$ cat src/rtl/gte_mac_accum_if.sv
// rtl/gte_mac_accum_if.sv - command, product-term and result bundle for gte_mac_accum
interface gte_mac_accum_if;
  logic        i_start;
  logic [31:0] i_base0;
  logic [31:0] i_base1;
  logic [31:0] i_base2;
  logic        i_sf;
  logic        i_lm;
  logic        i_rtp;
  logic        i_termValid;
  logic        i_last;
  logic [34:0] i_term0;
  logic [34:0] i_term1;
  logic [34:0] i_term2;
  logic        o_busy;
  logic        o_done;
  logic [31:0] o_mac0;
  logic [31:0] o_mac1;
  logic [31:0] o_mac2;
  logic [15:0] o_ir0;
  logic [15:0] o_ir1;
  logic [15:0] o_ir2;
  logic [31:0] o_flags;

  modport master (
    output i_start, i_base0, i_base1, i_base2, i_sf, i_lm, i_rtp,
           i_termValid, i_last, i_term0, i_term1, i_term2,
    input  o_busy, o_done, o_mac0, o_mac1, o_mac2, o_ir0, o_ir1, o_ir2, o_flags
  );

  modport slave (
    input  i_start, i_base0, i_base1, i_base2, i_sf, i_lm, i_rtp,
           i_termValid, i_last, i_term0, i_term1, i_term2,
    output o_busy, o_done, o_mac0, o_mac1, o_mac2, o_ir0, o_ir1, o_ir2, o_flags
  );
endinterface

$ cat src/rtl/gte_mac_accum.sv
// rtl/gte_mac_accum.sv - GTE MAC1..3 accumulate, shift and IR saturate; optional GTE_MAC_RTP_IR3_QUIRK_EN
module gte_mac_accum #(
  parameter int ACC_W  = 44,
  parameter int TERM_W = 35
) (
  input logic             i_clk,
  input logic             i_rst,
  gte_mac_accum_if.slave  bus
);

  localparam int SUM_W = ACC_W + 1;

  typedef enum logic [1:0] {S_IDLE, S_ACC, S_SAT, S_DONE} state_e;

  state_e                    state_q;
  logic signed [ACC_W-1:0]   acc_q  [3];
  logic [31:0]               mac_q  [3];
  logic [15:0]               ir_q   [3];
  // bit 8..0 map to FLAG bits 30..22
  logic [8:0]                flag_q;
  logic                      sf_q;
  logic                      lm_q;
  logic                      busy_q;
  logic                      done_q;
`ifdef GTE_MAC_RTP_IR3_QUIRK_EN
  logic                      rtp_q;
`endif

  logic [TERM_W-1:0]         term_w [3];
  logic [31:0]               base_w [3];
  logic [SUM_W-1:0]          sum_d  [3];
  logic                      ovf_p_d[3];
  logic                      ovf_n_d[3];
  logic [31:0]               mac_d  [3];
  logic [15:0]               ir_d   [3];
  logic                      clip_d [3];
  logic                      ir3_flag_d;

  assign term_w[0] = bus.i_term0;
  assign term_w[1] = bus.i_term1;
  assign term_w[2] = bus.i_term2;
  assign base_w[0] = bus.i_base0;
  assign base_w[1] = bus.i_base1;
  assign base_w[2] = bus.i_base2;

  // Per lane: widened add with overflow detect, shift select and IR clamp
  always_comb begin
    for (int n = 0; n < 3; n++) begin
      sum_d[n]   = {acc_q[n][ACC_W-1], acc_q[n]}
                 + {{(SUM_W-TERM_W){term_w[n][TERM_W-1]}}, term_w[n]};
      ovf_p_d[n] = ~sum_d[n][SUM_W-1] &  sum_d[n][ACC_W-1];
      ovf_n_d[n] =  sum_d[n][SUM_W-1] & ~sum_d[n][ACC_W-1];
      // acc >>> 12 truncated to 32 bits is exactly bits 43..12
      mac_d[n]   = sf_q ? acc_q[n][12 +: 32] : acc_q[n][31:0];
      if ($signed(mac_d[n]) > 32'sd32767) begin
        ir_d[n]   = 16'h7FFF;
        clip_d[n] = 1'b1;
      end else if (lm_q && mac_d[n][31]) begin
        ir_d[n]   = 16'h0000;
        clip_d[n] = 1'b1;
      end else if (!lm_q && ($signed(mac_d[n]) < -32'sd32768)) begin
        ir_d[n]   = 16'h8000;
        clip_d[n] = 1'b1;
      end else begin
        ir_d[n]   = mac_d[n][15:0];
        clip_d[n] = 1'b0;
      end
    end
`ifdef GTE_MAC_RTP_IR3_QUIRK_EN
    // RTPS/RTPT judge IR3 saturation on the >>12 value, ignoring sf and lm
    ir3_flag_d = rtp_q ? (($signed(acc_q[2][12 +: 32]) > 32'sd32767) ||
                          ($signed(acc_q[2][12 +: 32]) < -32'sd32768))
                       : clip_d[2];
`else
    ir3_flag_d = clip_d[2];
`endif
  end

  // Command FSM: start/abort, accumulate, saturate, one-cycle done pulse
  always_ff @(posedge i_clk) begin
    if (i_rst) begin
      state_q <= S_IDLE;
      flag_q  <= '0;
      sf_q    <= 1'b0;
      lm_q    <= 1'b0;
      busy_q  <= 1'b0;
      done_q  <= 1'b0;
`ifdef GTE_MAC_RTP_IR3_QUIRK_EN
      rtp_q   <= 1'b0;
`endif
      for (int n = 0; n < 3; n++) begin
        acc_q[n] <= '0;
        mac_q[n] <= '0;
        ir_q[n]  <= '0;
      end
    end else if (bus.i_start) begin
      state_q <= S_ACC;
      flag_q  <= '0;
      sf_q    <= bus.i_sf;
      lm_q    <= bus.i_lm;
      busy_q  <= 1'b1;
      done_q  <= 1'b0;
`ifdef GTE_MAC_RTP_IR3_QUIRK_EN
      rtp_q   <= bus.i_rtp;
`endif
      for (int n = 0; n < 3; n++) begin
        acc_q[n] <= {base_w[n], 12'h000};
      end
    end else begin
      case (state_q)
        S_ACC: begin
          if (bus.i_termValid) begin
            for (int n = 0; n < 3; n++) begin
              acc_q[n] <= sum_d[n][ACC_W-1:0];
              if (ovf_p_d[n]) flag_q[8-2*n] <= 1'b1;
              if (ovf_n_d[n]) flag_q[7-2*n] <= 1'b1;
            end
            if (bus.i_last) state_q <= S_SAT;
          end
        end
        S_SAT: begin
          for (int n = 0; n < 3; n++) begin
            mac_q[n] <= mac_d[n];
            ir_q[n]  <= ir_d[n];
          end
          if (clip_d[0]) flag_q[2] <= 1'b1;
          if (clip_d[1]) flag_q[1] <= 1'b1;
          if (ir3_flag_d) flag_q[0] <= 1'b1;
          busy_q  <= 1'b0;
          done_q  <= 1'b1;
          state_q <= S_DONE;
        end
        S_DONE: begin
          done_q  <= 1'b0;
          state_q <= S_IDLE;
        end
        default: begin
          state_q <= S_IDLE;
        end
      endcase
    end
  end

  assign bus.o_busy  = busy_q;
  assign bus.o_done  = done_q;
  assign bus.o_mac0  = mac_q[0];
  assign bus.o_mac1  = mac_q[1];
  assign bus.o_mac2  = mac_q[2];
  assign bus.o_ir0   = ir_q[0];
  assign bus.o_ir1   = ir_q[1];
  assign bus.o_ir2   = ir_q[2];
  assign bus.o_flags = {1'b0, flag_q, 22'h000000};

endmodule

$ cat src/flat_wrapper.sv
// flat-port wrapper written by rule: the top's interface ports become plain ports
module gte_mac_accum_flat 
#(
  parameter int ACC_W  = 44,
  parameter int TERM_W = 35
)
  (i_clk, i_rst, bus_i_start, bus_i_base0, bus_i_base1, bus_i_base2, bus_i_sf, bus_i_lm, bus_i_rtp, bus_i_termValid, bus_i_last, bus_i_term0, bus_i_term1, bus_i_term2, bus_o_busy, bus_o_done, bus_o_mac0, bus_o_mac1, bus_o_mac2, bus_o_ir0, bus_o_ir1, bus_o_ir2, bus_o_flags);
  gte_mac_accum_if bus_i ();
  input logic i_clk;
  input logic i_rst;
  input wire logic [$bits(bus_i.i_start)-1:0] bus_i_start;
  input wire logic [$bits(bus_i.i_base0)-1:0] bus_i_base0;
  input wire logic [$bits(bus_i.i_base1)-1:0] bus_i_base1;
  input wire logic [$bits(bus_i.i_base2)-1:0] bus_i_base2;
  input wire logic [$bits(bus_i.i_sf)-1:0] bus_i_sf;
  input wire logic [$bits(bus_i.i_lm)-1:0] bus_i_lm;
  input wire logic [$bits(bus_i.i_rtp)-1:0] bus_i_rtp;
  input wire logic [$bits(bus_i.i_termValid)-1:0] bus_i_termValid;
  input wire logic [$bits(bus_i.i_last)-1:0] bus_i_last;
  input wire logic [$bits(bus_i.i_term0)-1:0] bus_i_term0;
  input wire logic [$bits(bus_i.i_term1)-1:0] bus_i_term1;
  input wire logic [$bits(bus_i.i_term2)-1:0] bus_i_term2;
  output wire logic [$bits(bus_i.o_busy)-1:0] bus_o_busy;
  output wire logic [$bits(bus_i.o_done)-1:0] bus_o_done;
  output wire logic [$bits(bus_i.o_mac0)-1:0] bus_o_mac0;
  output wire logic [$bits(bus_i.o_mac1)-1:0] bus_o_mac1;
  output wire logic [$bits(bus_i.o_mac2)-1:0] bus_o_mac2;
  output wire logic [$bits(bus_i.o_ir0)-1:0] bus_o_ir0;
  output wire logic [$bits(bus_i.o_ir1)-1:0] bus_o_ir1;
  output wire logic [$bits(bus_i.o_ir2)-1:0] bus_o_ir2;
  output wire logic [$bits(bus_i.o_flags)-1:0] bus_o_flags;
  assign bus_i.i_start = bus_i_start;
  assign bus_i.i_base0 = bus_i_base0;
  assign bus_i.i_base1 = bus_i_base1;
  assign bus_i.i_base2 = bus_i_base2;
  assign bus_i.i_sf = bus_i_sf;
  assign bus_i.i_lm = bus_i_lm;
  assign bus_i.i_rtp = bus_i_rtp;
  assign bus_i.i_termValid = bus_i_termValid;
  assign bus_i.i_last = bus_i_last;
  assign bus_i.i_term0 = bus_i_term0;
  assign bus_i.i_term1 = bus_i_term1;
  assign bus_i.i_term2 = bus_i_term2;
  assign bus_o_busy = bus_i.o_busy;
  assign bus_o_done = bus_i.o_done;
  assign bus_o_mac0 = bus_i.o_mac0;
  assign bus_o_mac1 = bus_i.o_mac1;
  assign bus_o_mac2 = bus_i.o_mac2;
  assign bus_o_ir0 = bus_i.o_ir0;
  assign bus_o_ir1 = bus_i.o_ir1;
  assign bus_o_ir2 = bus_i.o_ir2;
  assign bus_o_flags = bus_i.o_flags;
  gte_mac_accum #(.ACC_W(ACC_W), .TERM_W(TERM_W)) u_core (.i_clk(i_clk), .i_rst(i_rst), .bus(bus_i));
endmodule
$ cat config.mk
export PLATFORM = sky130hd
export DESIGN_NAME = gte_mac_accum_flat
export DESIGN_NICKNAME = d
export VERILOG_FILES = /design/src/rtl/gte_mac_accum_if.sv /design/src/rtl/gte_mac_accum.sv /design/src/flat_wrapper.sv
export SDC_FILE = /design/constraint.sdc
export NUM_CORES = 1
export LEC_CHECK = 0
export ABC_AREA = 1
export BUFFER_PORTS_ARGS = -buffer_cell sky130_fd_sc_hd__buf_2
export CORE_MARGIN = 2
export CORE_UTILIZATION = 58
export DETAILED_ROUTE_END_ITERATION = 12
export HOLD_SLACK_MARGIN = 0.1
export PLACE_DENSITY = 0.82
export RECOVER_POWER = 25
export SLEW_MARGIN = 20
export SYNTH_ARGS = -nofsm -noshare
export SYNTH_HDL_FRONTEND = slang
export SYNTH_SLANG_ARGS = --single-unit
$ cat constraint.sdc
create_clock -name i_clk -period 10.4 [get_ports i_clk]
set_input_delay 2.08 -clock i_clk [delete_from_list [all_inputs] [get_ports i_clk]]
set_output_delay 2.08 -clock i_clk [all_outputs]
set_load 0.05 [all_outputs]
==> results.yml <==
status:
  outcome: "complete, but fails checks"
  violations: "max-capacitance violations, max-slew violations"
logic_synthesis:
  synthAdderAreaFrac_pct: 8.11
  yosysTopAreaCell: "edfxtp_1"
  synthArstFlopShare_pct: 0
  yosys_warnings: 0
  seq_area_frac_synth_pct: 39.8
  synth_xor_xnor_area_share_pct: 0.649
  synthTopCellsByCount: "952 x nand2_1, 369 x nor2_1, 281 x inv_1"
  ys_seq_elements: 291
  synth-simple-area-share_pct: 29.6
  ys_top_cells_by_area: "edfxtp_1 38%, nand2_1 17%, ha_1 7.8%, nor2_1 6.4%, a21oi_1 5.4%"
  synthCells: 2942
  synth_top_area_share_pct: 38.4
  synth_most_common_cell: "nand2_1"
  synthFlopType: "edfxtp_1"
  synth.distinct_cells: 49
  synth_area_um2: 21600
  synth.area.mux_share_pct: 0.510
  synth_top_family_by_area: "simple AND/OR/NAND/NOR gates"
  synth.avg_cell_area_um2: 7.33
  synth-compound-area-share_pct: 13.9
  synth-edff-count: 276
power:
  switching_share_pct: 35.1
  p_switching_uw: 1310
  p_int_uw: 2420
  ir_worst_vdd_v: 0.000145
  p_leak_uw: 0.0118
  p_comb_share_pct: 26.5
  power.density_nw_per_um2: 150
  pwr-share-clk_pct: 35.2
  power_frac_seq_pct: 38.3
cts:
  clock_latency_ns: 0.57
  htreeDepth: 2
  ctsResizeCount: 0
  clkSinkCount: 291
  clkTransAtPathRegs_ns: 0.06
  cts_root_buf: "clkbuf_16"
  cts_setup_buffers: 0
  cts-hold-fix-buffers: 0
  cts_tree: "done"
  clockBufferDepth: 3
  cts_buffers: 35
final_layout:
  fillCellCount: 3208
  syn_to_final_growth_pct: 15.0
  finalNetCount: 3633
  stdcell_count: 3785
  seq_area_um2: 8590
  multi_input_area_um2: 11500
  drive_gt1_share_pct: 12.6
timing:
  finalWorstSetupSlack_ns: 4.63
  period_share_pct: 55.5
  worst_slew_pin_slew_ns: 4.45
  finalMaxSlewViolations: 147
  timing.hold.ws_ns: 0.456
  setup_tns_ns: 0
  hold_violations: 0
  setup-violations-final: 0
  max-slew-margin-rel_pct: -197
  min_period_ns: 5.77
  fin_worst_skew_ns: 0.0209
  grt_setup_unrepaired: "false"
  clock.fmax_mhz: 173
detailed_routing:
  drt_pass1_iterations: 6
  drtIter0Drc: 2112
  drc_errors: 0
  vias_per_cell: 5.85
  vias: 22100
  wl_per_cell_um: 20.2
  totalWireLength_um: 76600
  antenna_left: 0
placement:
  dpl_worst_slack_ns: 5.42
  place_congestion: 1.08
  dp.cells: 3717
  dp_hpwl_um: 60100
  portBuffers: 362
setup_path:
  crit_chain: "clkbuf_1, nor2_1, inv_1, nor2_1, inv_4, buf_4, a211oi_1, nand2_1, nand2_1"
  r2r_end: "u_core.mac_q[0][54]$_SDFFCE_PN0P_"
  worst_r2r_startpoint: "u_core.state_q[0]$_SDFFE_PP0P_"
  critPathMaxFanout: 67
  cp.buffers_inverters: 4
  r2r_cells: 5
  start_kind: "primary input"
  cp_slowest_cell: "nor2_1"
  slowest_delay_ns: 0.96
  r2r_setup_slack_ns: 5.91
  cpLargestDelayFamily: "simple AND/OR/NAND/NOR gates"
  worst-setup-path-type: "in2reg"
  endpoint_kind: "flop"
  cp.arrival_ns: 6.16
  crit_required_ns: 10.79
global_route:
  grt_usage_pct: 38.6
  grt_pass1_wl_um: 114000
  overflow: 0
  antenna_found_initial: 5
  grt_pass1_vias: 20700
  grt_max_degree: 104
floorplan:
  dieArea_um2: 38800
  coreArea_um2: 36600
  io-pin-count: 387
  die_y_um: 197
  die_x_um: 197
  placementRows: 70
  start_util_pct: 58.9
hold_path:
  hold_end: "u_core.flag_q[7]$_SDFFE_PP0P_"
  hold_class: "reg2reg"
  min_path_cells: 2
  worstHoldStart: "u_core.flag_q[7]$_SDFFE_PP0P_"
flow_run:
  cap_violations: 2
## power by group through the flow
stage,clock network [uW],logic [uW],registers (uW)
finish,1310,988,1430
global route,1350,1080,1430
CTS,1310,968,1420
detailed placement,0,963,1450
global placement,0,947,1450
floorplan,0,594,1530
## routing by layer
metal / up-vias / track usage (%) / wire length (um)
met5: - / 0 / 18
met4: 2 / 18.8 / 3970
met3: 210 / 6.88 / 8010
met2: 1284 / 62.2 / 34700
met1: 10100 / 50.4 / 29900
li1: 10500 / - / -
## flip-flops by register name, summed over array words and instances, names as in the netlist
name,count
u_core.bus.o_done,1
u_core.sf_q,1
u_core.flag_q,9
u_core.acc_q,132
u_core.state_q,2
u_core.ir_q,48
u_core.lm_q,1
u_core.bus.o_busy,1
u_core.mac_q,96
## cell type report
class	count	share of cell area, %
Clock inverter	21	1.03
Multi-Input combinational cell	2300	46.4
Antenna cell	5	0.0504
Inverter	289	4.39
Sequential cell	291	34.6
Clock buffer	42	3.81
Timing Repair Buffer	369	7.35
Tap cell	468	2.36
## worst max path at each step
stage,cells after the start,start,endpoint
5_1_grt,9,bus_i_start,u_core.ir_q[0][43]$_SDFFCE_PN0P_
6_report,9,bus_i_start,u_core.ir_q[0][43]$_SDFFCE_PN0P_
2_1_floorplan,1,bus_i_start,u_core.ir_q[0][0]$_SDFFCE_PN0P_
3_5_place_dp,9,bus_i_start,u_core.ir_q[0][43]$_SDFFCE_PN0P_
3_3_place_gp,9,bus_i_start,u_core.ir_q[0][43]$_SDFFCE_PN0P_
4_1_cts,9,bus_i_start,u_core.ir_q[0][43]$_SDFFCE_PN0P_
## cell usage in the layout (no fill, tap or decap), types with 29 or more instances in the layout
master	synthesis	routed
clkbuf_1	32	39
nor2_1	369	370
a21oi_1	231	231
buf_2	12	330
nand4_1	29	29
clkbuf_16	0	37
nand3_1	161	161
o21ai_1	34	34
o21ai_0	155	155
ha_1	135	135
inv_1	281	282
edfxtp_1	276	276
o21bai_1	33	32
nand2_1	952	951
## cell families after synthesis
logic type                 after synthesis
and+or+nand+nor                       1580
AOI/OAI and AO/OA                      532
buffers and inverters                  373
DFF                                    291
adders and majority gates              138
xor gates and xnor gates                16
muxes                                   11
other                                    1
## tightest hold or removal path, stage by stage, from the launching register on
cell     delay, ns
dfxtp_1       0.30
inv_1         0.05
a21oi_1       0.06
## through the flow
step | total power (uW) | util (%) | instance area [um^2]
6_report | 3730 | 67.8 | 24800
5_1_grt | 3860 | 67.8 | 24800
4_1_cts | 3700 | 67.9 | 24800
3_5_place_dp | 2410 | 64.6 | 23600
3_3_place_gp | 2390 | 64.6 | 23600
2_1_floorplan | 2120 | - | 21700
Power figures use the tool's default switching activity.
